[src/rtl/factorial_pkg.sv]
// Shared types and default widths for the sequential factorial engine.
package factorial_pkg;

    localparam int DEF_IN_W  = 10;
    localparam int DEF_OUT_W = 32;

    typedef enum logic {
        IDLE = 1'b0,
        RUN  = 1'b1
    } state_t;

endpackage

[src/rtl/factorial_seq_if.sv]
// Request/response bundle for factorial_seq, plus the FSM state for observation.
// Handshake: start is a one-cycle request taken only when the engine is idle and
// done is low; num is captured on that edge. done pulses for one cycle when
// result/ovf become valid; busy is high from the accept edge until that done edge.
interface factorial_seq_if
    import factorial_pkg::*;
#(
    parameter int IN_W  = DEF_IN_W,
    parameter int OUT_W = DEF_OUT_W
);
    logic             start;
    logic [IN_W-1:0]  num;
    logic             busy;
    logic             done;
    logic [OUT_W-1:0] result;
    logic             ovf;
    state_t           state;

    modport master (
        output start, num,
        input  busy, done, result, ovf, state
    );

    modport slave (
        input  start, num,
        output busy, done, result, ovf, state
    );
endinterface

[src/rtl/factorial_mul.sv]
// Combinational acc*i step: full-width product, truncated accumulator value
// and a flag for any bits lost above OUT_W.
module factorial_mul #(
    parameter int IN_W  = 10,
    parameter int OUT_W = 32
) (
    input  logic [OUT_W-1:0] acc,
    input  logic [IN_W-1:0]  i,
    output logic [OUT_W-1:0] prod,
    output logic             ovf
);
    logic [OUT_W+IN_W-1:0] full;

    assign full = {{IN_W{1'b0}}, acc} * {{OUT_W{1'b0}}, i};
    assign prod = full[OUT_W-1:0];
    assign ovf  = |full[OUT_W+IN_W-1:OUT_W];
endmodule

[src/rtl/factorial_seq.sv]
// Iterative n! engine: one multiply per cycle, result/ovf held between runs.
// Define FACTORIAL_SAT_EN to saturate and exit early on the first overflow.
module factorial_seq
    import factorial_pkg::*;
#(
    parameter int IN_W  = DEF_IN_W,
    parameter int OUT_W = DEF_OUT_W
) (
    input  logic           clk,
    input  logic           rst,
    factorial_seq_if.slave bus
);
    state_t           state, state_nxt;
    logic [IN_W-1:0]  n, n_nxt;
    logic [IN_W-1:0]  i, i_nxt;
    logic [OUT_W-1:0] acc, acc_nxt;
    logic             ovf_trk, ovf_trk_nxt;
    logic [OUT_W-1:0] result_q, result_nxt;
    logic             ovf_q, ovf_nxt;
    logic             done_q, done_nxt;
    logic [OUT_W-1:0] mul_prod;
    logic             mul_ovf;

    factorial_mul #(.IN_W(IN_W), .OUT_W(OUT_W)) u_mul (
        .acc  (acc),
        .i    (i),
        .prod (mul_prod),
        .ovf  (mul_ovf)
    );

    always_ff @(posedge clk or posedge rst) begin
        if (rst) begin
            state    <= IDLE;
            n        <= '0;
            i        <= IN_W'(2);
            acc      <= OUT_W'(1);
            ovf_trk  <= 1'b0;
            result_q <= '0;
            ovf_q    <= 1'b0;
            done_q   <= 1'b0;
        end else begin
            state    <= state_nxt;
            n        <= n_nxt;
            i        <= i_nxt;
            acc      <= acc_nxt;
            ovf_trk  <= ovf_trk_nxt;
            result_q <= result_nxt;
            ovf_q    <= ovf_nxt;
            done_q   <= done_nxt;
        end
    end

    always_comb begin
        state_nxt   = state;
        n_nxt       = n;
        i_nxt       = i;
        acc_nxt     = acc;
        ovf_trk_nxt = ovf_trk;
        result_nxt  = result_q;
        ovf_nxt     = ovf_q;
        done_nxt    = 1'b0;
        case (state)
            IDLE: begin
                // A start overlapping the done pulse is dropped on purpose.
                if (bus.start && !done_q) begin
                    n_nxt       = bus.num;
                    acc_nxt     = OUT_W'(1);
                    i_nxt       = IN_W'(2);
                    ovf_trk_nxt = 1'b0;
                    state_nxt   = RUN;
                end
            end
            RUN: begin
                if (n < IN_W'(2)) begin
                    result_nxt = OUT_W'(1);
                    ovf_nxt    = 1'b0;
                    done_nxt   = 1'b1;
                    state_nxt  = IDLE;
                end else begin
                    acc_nxt     = mul_prod;
                    i_nxt       = i + IN_W'(1);
                    ovf_trk_nxt = ovf_trk | mul_ovf;
`ifdef FACTORIAL_SAT_EN
                    if (mul_ovf) begin
                        result_nxt = '1;
                        ovf_nxt    = 1'b1;
                        done_nxt   = 1'b1;
                        state_nxt  = IDLE;
                    end else if (i == n) begin
                        result_nxt = mul_prod;
                        ovf_nxt    = ovf_trk;
                        done_nxt   = 1'b1;
                        state_nxt  = IDLE;
                    end
`else
                    if (i == n) begin
                        result_nxt = mul_prod;
                        ovf_nxt    = ovf_trk | mul_ovf;
                        done_nxt   = 1'b1;
                        state_nxt  = IDLE;
                    end
`endif
                end
            end
            default: state_nxt = IDLE;
        endcase
    end

    assign bus.busy   = (state == RUN);
    assign bus.done   = done_q;
    assign bus.result = result_q;
    assign bus.ovf    = ovf_q;
    assign bus.state  = state;
endmodule
[src/flat_wrapper.sv]
// flat-port wrapper written by rule: the top's interface ports become plain ports
module factorial_seq_flat import factorial_pkg::*;
#(
    parameter int IN_W  = DEF_IN_W,
    parameter int OUT_W = DEF_OUT_W
)
  (clk, rst, bus_start, bus_num, bus_busy, bus_done, bus_result, bus_ovf, bus_state);
  factorial_seq_if #(.IN_W(IN_W), .OUT_W(OUT_W)) bus_i ();
  input  logic clk;
  input  logic rst;
  input wire logic [$bits(bus_i.start)-1:0] bus_start;
  input wire logic [$bits(bus_i.num)-1:0] bus_num;
  output wire logic [$bits(bus_i.busy)-1:0] bus_busy;
  output wire logic [$bits(bus_i.done)-1:0] bus_done;
  output wire logic [$bits(bus_i.result)-1:0] bus_result;
  output wire logic [$bits(bus_i.ovf)-1:0] bus_ovf;
  output wire logic [$bits(bus_i.state)-1:0] bus_state;
  assign bus_i.start = bus_start;
  assign bus_i.num = bus_num;
  assign bus_busy = bus_i.busy;
  assign bus_done = bus_i.done;
  assign bus_result = bus_i.result;
  assign bus_ovf = bus_i.ovf;
  assign bus_state = bus_i.state;
  factorial_seq #(.IN_W(IN_W), .OUT_W(OUT_W)) u_core (.clk(clk), .rst(rst), .bus(bus_i));
endmodule
[config.mk]
export PLATFORM = sky130hd
export DESIGN_NAME = factorial_seq_flat
export DESIGN_NICKNAME = d
export VERILOG_FILES = /design/src/rtl/factorial_pkg.sv /design/src/rtl/factorial_seq_if.sv /design/src/rtl/factorial_mul.sv /design/src/rtl/factorial_seq.sv /design/src/flat_wrapper.sv
export SDC_FILE = /design/constraint.sdc
export NUM_CORES = 1
export LEC_CHECK = 0
export CAP_MARGIN = 10
export CORE_UTILIZATION = 55
export DETAILED_ROUTE_END_ITERATION = 10
export HOLD_SLACK_MARGIN = 0.15
export PLACE_DENSITY = 0.73
export SLEW_MARGIN = 20
export SYNTH_ARGS = -nofsm -noshare
export SYNTH_HDL_FRONTEND = slang
export SYNTH_SLANG_ARGS = --single-unit
[constraint.sdc]
create_clock -name clk -period 13.2 [get_ports clk]
set_input_delay 2.64 -clock clk [delete_from_list [all_inputs] [get_ports clk]]
set_output_delay 2.64 -clock clk [all_outputs]
set_load 0.1 [all_outputs]
==> impl_metrics.py, run 1 <==
metrics = {
    "status": {
        "status": "completed",
    },
    "timing": {
        "rsz0062_at_grt": "no",
        "final-hold-violation-count": 0,
        "relSlewSlack": 0.333,
        "final-setup-viol-count": 0,
        "worst_pin_slew_ns": 0.998,
        "slew_violations": 0,
        "fin_tns_setup_ns": 0,
        "clock.fmax_mhz": 149,
        "period_share": 0.508,
        "clock_skew_ns": 0.00950,
        "finalCriticalPeriod_ns": 6.71,
    },
    "floorplanning": {
        "die-height_um": 162,
        "dieArea_mm2": 0.0261,
        "rows": 58,
        "die_w_um": 162,
        "io_pins": 49,
        "core_mm2": 0.0251,
        "initial_core_util": 0.558,
    },
    "logic_synthesis": {
        "ys_seq_area_frac": 0.157,
        "syn_avg_cell_area_um2": 8.92,
        "synth_top_area_frac": 0.340,
        "synthCells": 1571,
        "synth_fa_ha_area_frac": 0.409,
        "synthTopCellsByArea": "fa_1 34%, dfrtp_1 15%, and2_1 8.7%",
        "syn_area_mm2": 0.0140,
        "synth_edf_count": 0,
        "syn-num-nets": 1900,
        "ys.flop_type": "dfrtp_1",
        "synthMuxAreaShare": 0.00652,
        "synthSimpleGateAreaFrac": 0.208,
        "synth_cell_types": 79,
        "synth_warnings": 0,
        "synthArstFlopShare": 1.00,
        "synth_compound_area_frac": 0.0888,
        "yosysTopAreaCell": "fa_1",
        "ys_ff_latch": 88,
        "synth_xor_xnor_area_share": 0.0294,
        "synth_top_family_by_area": "adder cells",
    },
    "clock_tree": {
        "cts_made_buffers": 9,
        "cts-root-buf": "clkbuf_16",
        "clock-sinks": 88,
        "cts_resized": 0,
        "clkLatencyLatePin_ns": 0.35,
        "path_clk_slew_ns": 0.07,
        "htreeDepth": 3,
        "ctsHoldBuffers": 0,
        "post_cts_buffers": 0,
        "clock_tree.buffer_depth": 2,
        "tritoncts": "done",
    },
    "place": {
        "dpl.hpwl_mm": 26.7,
        "place_congestion": 0.891,
        "portBuffers": 48,
    },
    "critical_path": {
        "critPathMaxFanout": 36,
        "path_class": "reg2reg",
        "critical_path_required_ns": 13.42,
        "cp.arrival_ns": 6.93,
        "end_kind": "register",
        "worstSetupStartpointType": "register",
    },
    "cells_and_area": {
        "final_cell_mix": "265 x nand2_1, 238 x fa_1, 237 x inv_1, 193 x and2_1, 86 x dfrtp_1",
        "drive_above_1_share": 0.0442,
        "n_antenna_cell": 0,
        "synthToLayoutAreaGrowth_pct": 6.11,
        "final_common_cell": "nand2_1",
        "layout.nets": 1861,
    },
    "global_route": {
        "grt_remaining_overflow": 0,
        "grt_pass1_vias": 11324,
        "grt_max_degree": 73,
        "grt_util_all_layers": 0.281,
        "grt_antenna_before_repair": 0,
        "grt_pass1_wl_mm": 58.0,
    },
    "routing": {
        "wl_per_cell_um": 18.2,
        "wl_mm": 34.0,
        "vias_per_cell": 5.65,
        "drcViolationCount": 0,
        "vias": 10543,
        "drt_iter0_drc": 607,
        "route.antenna.remaining_nets": 0,
        "drtPass1Iterations": 7,
    },
    "run": {
        "drv_cap": 0,
    },
    "min_path": {
        "holdCritPathClass": "reg2reg",
    },
}
[cell families after synthesis]
family | Yosys count
DFF | 88
buffers and inverters | 351
and+or+nand+nor | 586
xor gates and xnor gates | 47
adders and majority gates | 316
AOI/OAI and AO/OA | 174
muxes | 9
[critical path, stage by stage, from the launching register on]
cell	delay (ns)
dfstp_2	1.07
nand2_1	0.18
fa_1	0.58
inv_1	0.06
fa_1	0.51
inv_1	0.06
fa_1	0.54
inv_1	0.05
fa_1	0.48
inv_1	0.05
fa_1	0.47
inv_1	0.05
ha_1	0.35
a21oi_1	0.11
o21ba_1	0.20
o311a_1	0.38
o221ai_2	0.33
a31oi_2	0.19
o21a_1	0.23
xnor2_1	0.11
a221o_1	0.27
nor4_2	0.20
a21oi_1	0.12
[cell usage after synthesis, types with 3 or more instances]
cell,n
a21o_1,14
nand4_1,18
a31oi_1,7
o21a_1,7
xor2_1,18
nand3_1,44
o21ai_0,34
nor2_1,27
xnor2_1,29
nor3_1,4
a31oi_2,3
clkbuf_1,87
o21ai_1,4
nor2b_1,4
o221ai_1,3
buf_1,5
buf_4,7
fa_1,238
ha_1,78
and3_1,7
inv_1,238
a22o_1,27
and2_1,194
nand2_1,265
a22oi_1,3
buf_2,8
nor4_1,5
clkbuf_8,3
dfrtp_1,86
a21oi_1,37
mux2i_1,8
[flip-flops by register name, summed over array words and instances, names as in the netlist]
signal and flops:
u_core.n 10, u_core.bus.ovf 1, u_core.bus.done 1, u_core.acc 32
u_core.i 10, u_core.bus.result 32, u_core.bus.busy 1, u_core.ovf_trk 1
[cell type report]
class | count | area [µm²]
Sequential cell | 88 | 2200
Fill cell | 2215 | 10200
Tap cell | 330 | 413
Multi-Input combinational cell | 1132 | 10400
Timing Repair Buffer | 63 | 593
Clock buffer | 10 | 239
Inverter | 238 | 895
Clock inverter | 6 | 115
[routing by layer]
layer  share of wire  wire length (µm)  vias to the layer above  global-route usage
met5               0                 0                        -                   0
li1                -                 -                     4775                   -
met4           0.022               741                        0              0.0845
met1            0.42             14400                     5432               0.370
met2            0.51             17300                      280               0.486
met3           0.046              1550                       56              0.0342
[final timing paths]
path                                        end                 start  depth (start not counted)  slack [ns]
setup / recovery                 u_core.ovf_trk           u_core.i[1]                         22        6.49
hold / removal             u_core.bus.result[3]  u_core.bus.result[3]                          2        0.50
setup reg to reg                 u_core.ovf_trk           u_core.i[1]                         22        6.49
hold reg to reg            u_core.bus.result[3]  u_core.bus.result[3]                          2        0.50
max in group asynchronous        u_core.acc[19]                   rst                          3        9.41
min in group asynchronous       u_core.bus.busy                   rst                          2        2.54
[through the flow]
| step | util | instances | instance area, µm² | hold WS, ns | worst slack, ns |
|---|---|---|---|---|---|
| CTS | 0.592 | 1867 | 14900 | 0.497 | 6.50 |
| global route | 0.592 | 1867 | 14900 | 0.513 | 6.17 |
| finish | 0.592 | 1867 | 14900 | 0.500 | 6.49 |
| floorplan | - | 1571 | 14000 | 0.467 | 7.07 |
| global placement | 0.578 | 1851 | 14500 | 0.470 | 6.70 |
| detailed placement | 0.578 | 1851 | 14500 | 0.483 | 6.59 |
Power of run 1 is not shown: default switching activity piles up to over one toggle a cycle in this logic, so the estimate is an artifact.
==> run 2, diff against run 1 <==
==> constraint.sdc (replaced) <==
create_clock -name clk -period 6.85 [get_ports clk]
set_input_delay 1.37 -clock clk [delete_from_list [all_inputs] [get_ports clk]]
set_output_delay 1.37 -clock clk [all_outputs]
set_load 0.1 [all_outputs]
==> run 2 against run 1 <==
  * Worst setup slack got worse by 6.2 ns
  * Non-clock buffer count increased by 12
  * Critical path depth decreased by 1
  * Via count increased by 0.56%
  * Maximum frequency increased by 2.8%
  * First-iteration DRC count increased by 7.1%
  * Design area increased by 0.61%
  * Core utilization increased by 0.36 points
  * Global-route usage increased by 0.85 points
  * Highest routed layer unchanged
==> impl_metrics.py, run 2 (same netlist as run 1, synthesis figures left out) <==
metrics = {
    "clock_tree": {
        "post_cts_buffers": 0,
        "clock-sinks": 88,
        "clkLatencyLatePin_ns": 0.35,
        "cts-root-buf": "clkbuf_16",
        "clock_tree.buffer_depth": 2,
        "tritoncts": "done",
        "cts_resized": 0,
        "ctsHoldBuffers": 0,
        "path_clk_slew_ns": 0.07,
        "htreeDepth": 3,
        "cts_made_buffers": 9,
    },
    "critical_path": {
        "path_class": "reg2reg",
        "rrSetupSlack_ns": 0.32,
        "worstSetupStartpointType": "register",
        "r2r_start": "u_core.i[1]",
        "cp-endpoint": "u_core.ovf_trk",
        "end_kind": "register",
        "cp.arrival_ns": 6.74,
        "critPathMaxFanout": 14,
        "r2r_cells": 21,
        "critPathLaunch": "u_core.i[1]",
        "r2r-end": "u_core.ovf_trk",
        "critical_path_required_ns": 7.06,
    },
    "routing": {
        "drtPass1Iterations": 5,
        "wl_mm": 35.0,
        "wl_per_cell_um": 18.6,
        "vias_per_cell": 5.64,
        "vias": 10602,
        "drt_iter0_drc": 650,
        "drcViolationCount": 0,
        "route.antenna.remaining_nets": 0,
    },
    "floorplanning": {
        "rows": 58,
        "core_mm2": 0.0251,
        "die_w_um": 162,
        "initial_core_util": 0.558,
        "io_pins": 49,
        "die-height_um": 162,
        "dieArea_mm2": 0.0261,
    },
    "global_route": {
        "grtUsageMet3": 0.0426,
        "grtUsageMet1": 0.377,
        "grt_pass1_wl_mm": 59.3,
        "grt.busiest_layer": "met2",
        "grt_util_all_layers": 0.289,
        "grt_pass1_vias": 11520,
        "grt_max_degree": 53,
        "use_met2": 0.501,
        "grt_antenna_before_repair": 0,
        "grt_remaining_overflow": 0,
    },
    "cells_and_area": {
        "drive_above_1_share": 0.0510,
        "fill_cells": 2270,
        "synthToLayoutAreaGrowth_pct": 6.77,
        "layout.nets": 1873,
        "final_common_cell": "nand2_1",
        "n_antenna_cell": 0,
        "final_cell_mix": "265 x nand2_1, 238 x fa_1, 237 x inv_1, 193 x and2_1, 86 x dfrtp_1",
    },
    "place": {
        "dpl.hpwl_mm": 27.7,
        "portBuffers": 48,
        "place_congestion": 0.960,
    },
    "timing": {
        "finalCriticalPeriod_ns": 6.53,
        "slew_violations": 0,
        "clock_skew_ns": 0.00831,
        "rsz0062_at_grt": "no",
        "clock.fmax_mhz": 153,
        "worst_pin_slew_ns": 1.05,
        "fin_tns_setup_ns": 0,
        "final-setup-viol-count": 0,
        "period_share": 0.953,
        "final-hold-violation-count": 0,
        "relSlewSlack": 0.297,
    },
    "run": {
        "drv_cap": 0,
    },
    "min_path": {
        "holdCritPathClass": "reg2reg",
    },
    "status": {
        "status": "completed",
    },
}
[run 2: cell types whose count changed in the layout (fill, tap and decap cells not counted)]
cell       change
buf_12         +4
buf_4          +8
bufinv_16      -2
clkbuf_1       +1
clkbuf_8       -1
clkinv_2       -1
clkinv_4       +2
inv_6          +1
[run 2: how the worst min path moves through the flow]
stage	start	to	slack, ns	cells past startpoint
3_3_place_gp	u_core.bus.result[3]	u_core.bus.result[3]	0.47	2
3_5_place_dp	u_core.n[0]	u_core.n[0]	0.49	2
4_1_cts	u_core.n[0]	u_core.n[0]	0.51	2
6_report	u_core.n[0]	u_core.n[0]	0.50	2
2_1_floorplan	u_core.n[0]	u_core.n[0]	0.47	2
5_1_grt	u_core.bus.result[19]	u_core.bus.result[19]	0.53	1
[run 2: metrics by stage]
stage | hold slack, ns | std cells | setup WS, ns | utilization | cell area, µm²
2_1_floorplan | 0.467 | 1571 | 0.715 | - | 14000
3_3_place_gp | 0.471 | 1863 | 0.519 | 0.584 | 14700
3_5_place_dp | 0.488 | 1863 | 0.429 | 0.584 | 14700
4_1_cts | 0.505 | 1879 | 0.365 | 0.596 | 15000
5_1_grt | 0.531 | 1879 | 0.0848 | 0.596 | 15000
6_report | 0.498 | 1879 | 0.322 | 0.596 | 15000
[run 2: critical path, cell delays in order, from the launching register on]
cell and delay [ns]:
dfstp_2 0.79, buf_4 0.25, nand2_1 0.09, fa_1 0.55, inv_1 0.05, fa_1 0.48, fa_1 0.51, fa_1 0.50
inv_1 0.05, fa_1 0.47, inv_1 0.05, ha_1 0.41, a21o_1 0.17, o21ba_1 0.16, o311a_1 0.38, o221ai_2 0.32
a31oi_2 0.18, o21a_1 0.22, xnor2_1 0.11, a221o_1 0.28, nor4_2 0.24, a21oi_1 0.13
[run 2: final cells by class]
class / count / area [µm²] / share of cell area
multi-input cells: 1132 / 10400 / 0.696
inverters: 238 / 895 / 0.0598
repair buffers: 75 / 733 / 0.0490
flip-flops and latches: 88 / 2200 / 0.147
well taps: 330 / 413 / 0.0276
clock buffers: 10 / 229 / 0.0153
clock inverters: 6 / 76.3 / 0.00510
[run 2: per-layer routing]
layer  up-vias  wire length (µm)
met5         -                 0
met4         0               852
met3        49              1680
met2       272             17400
met1      5474             15000
li1       4807                 -
Power of run 2 is left out for the same reason.
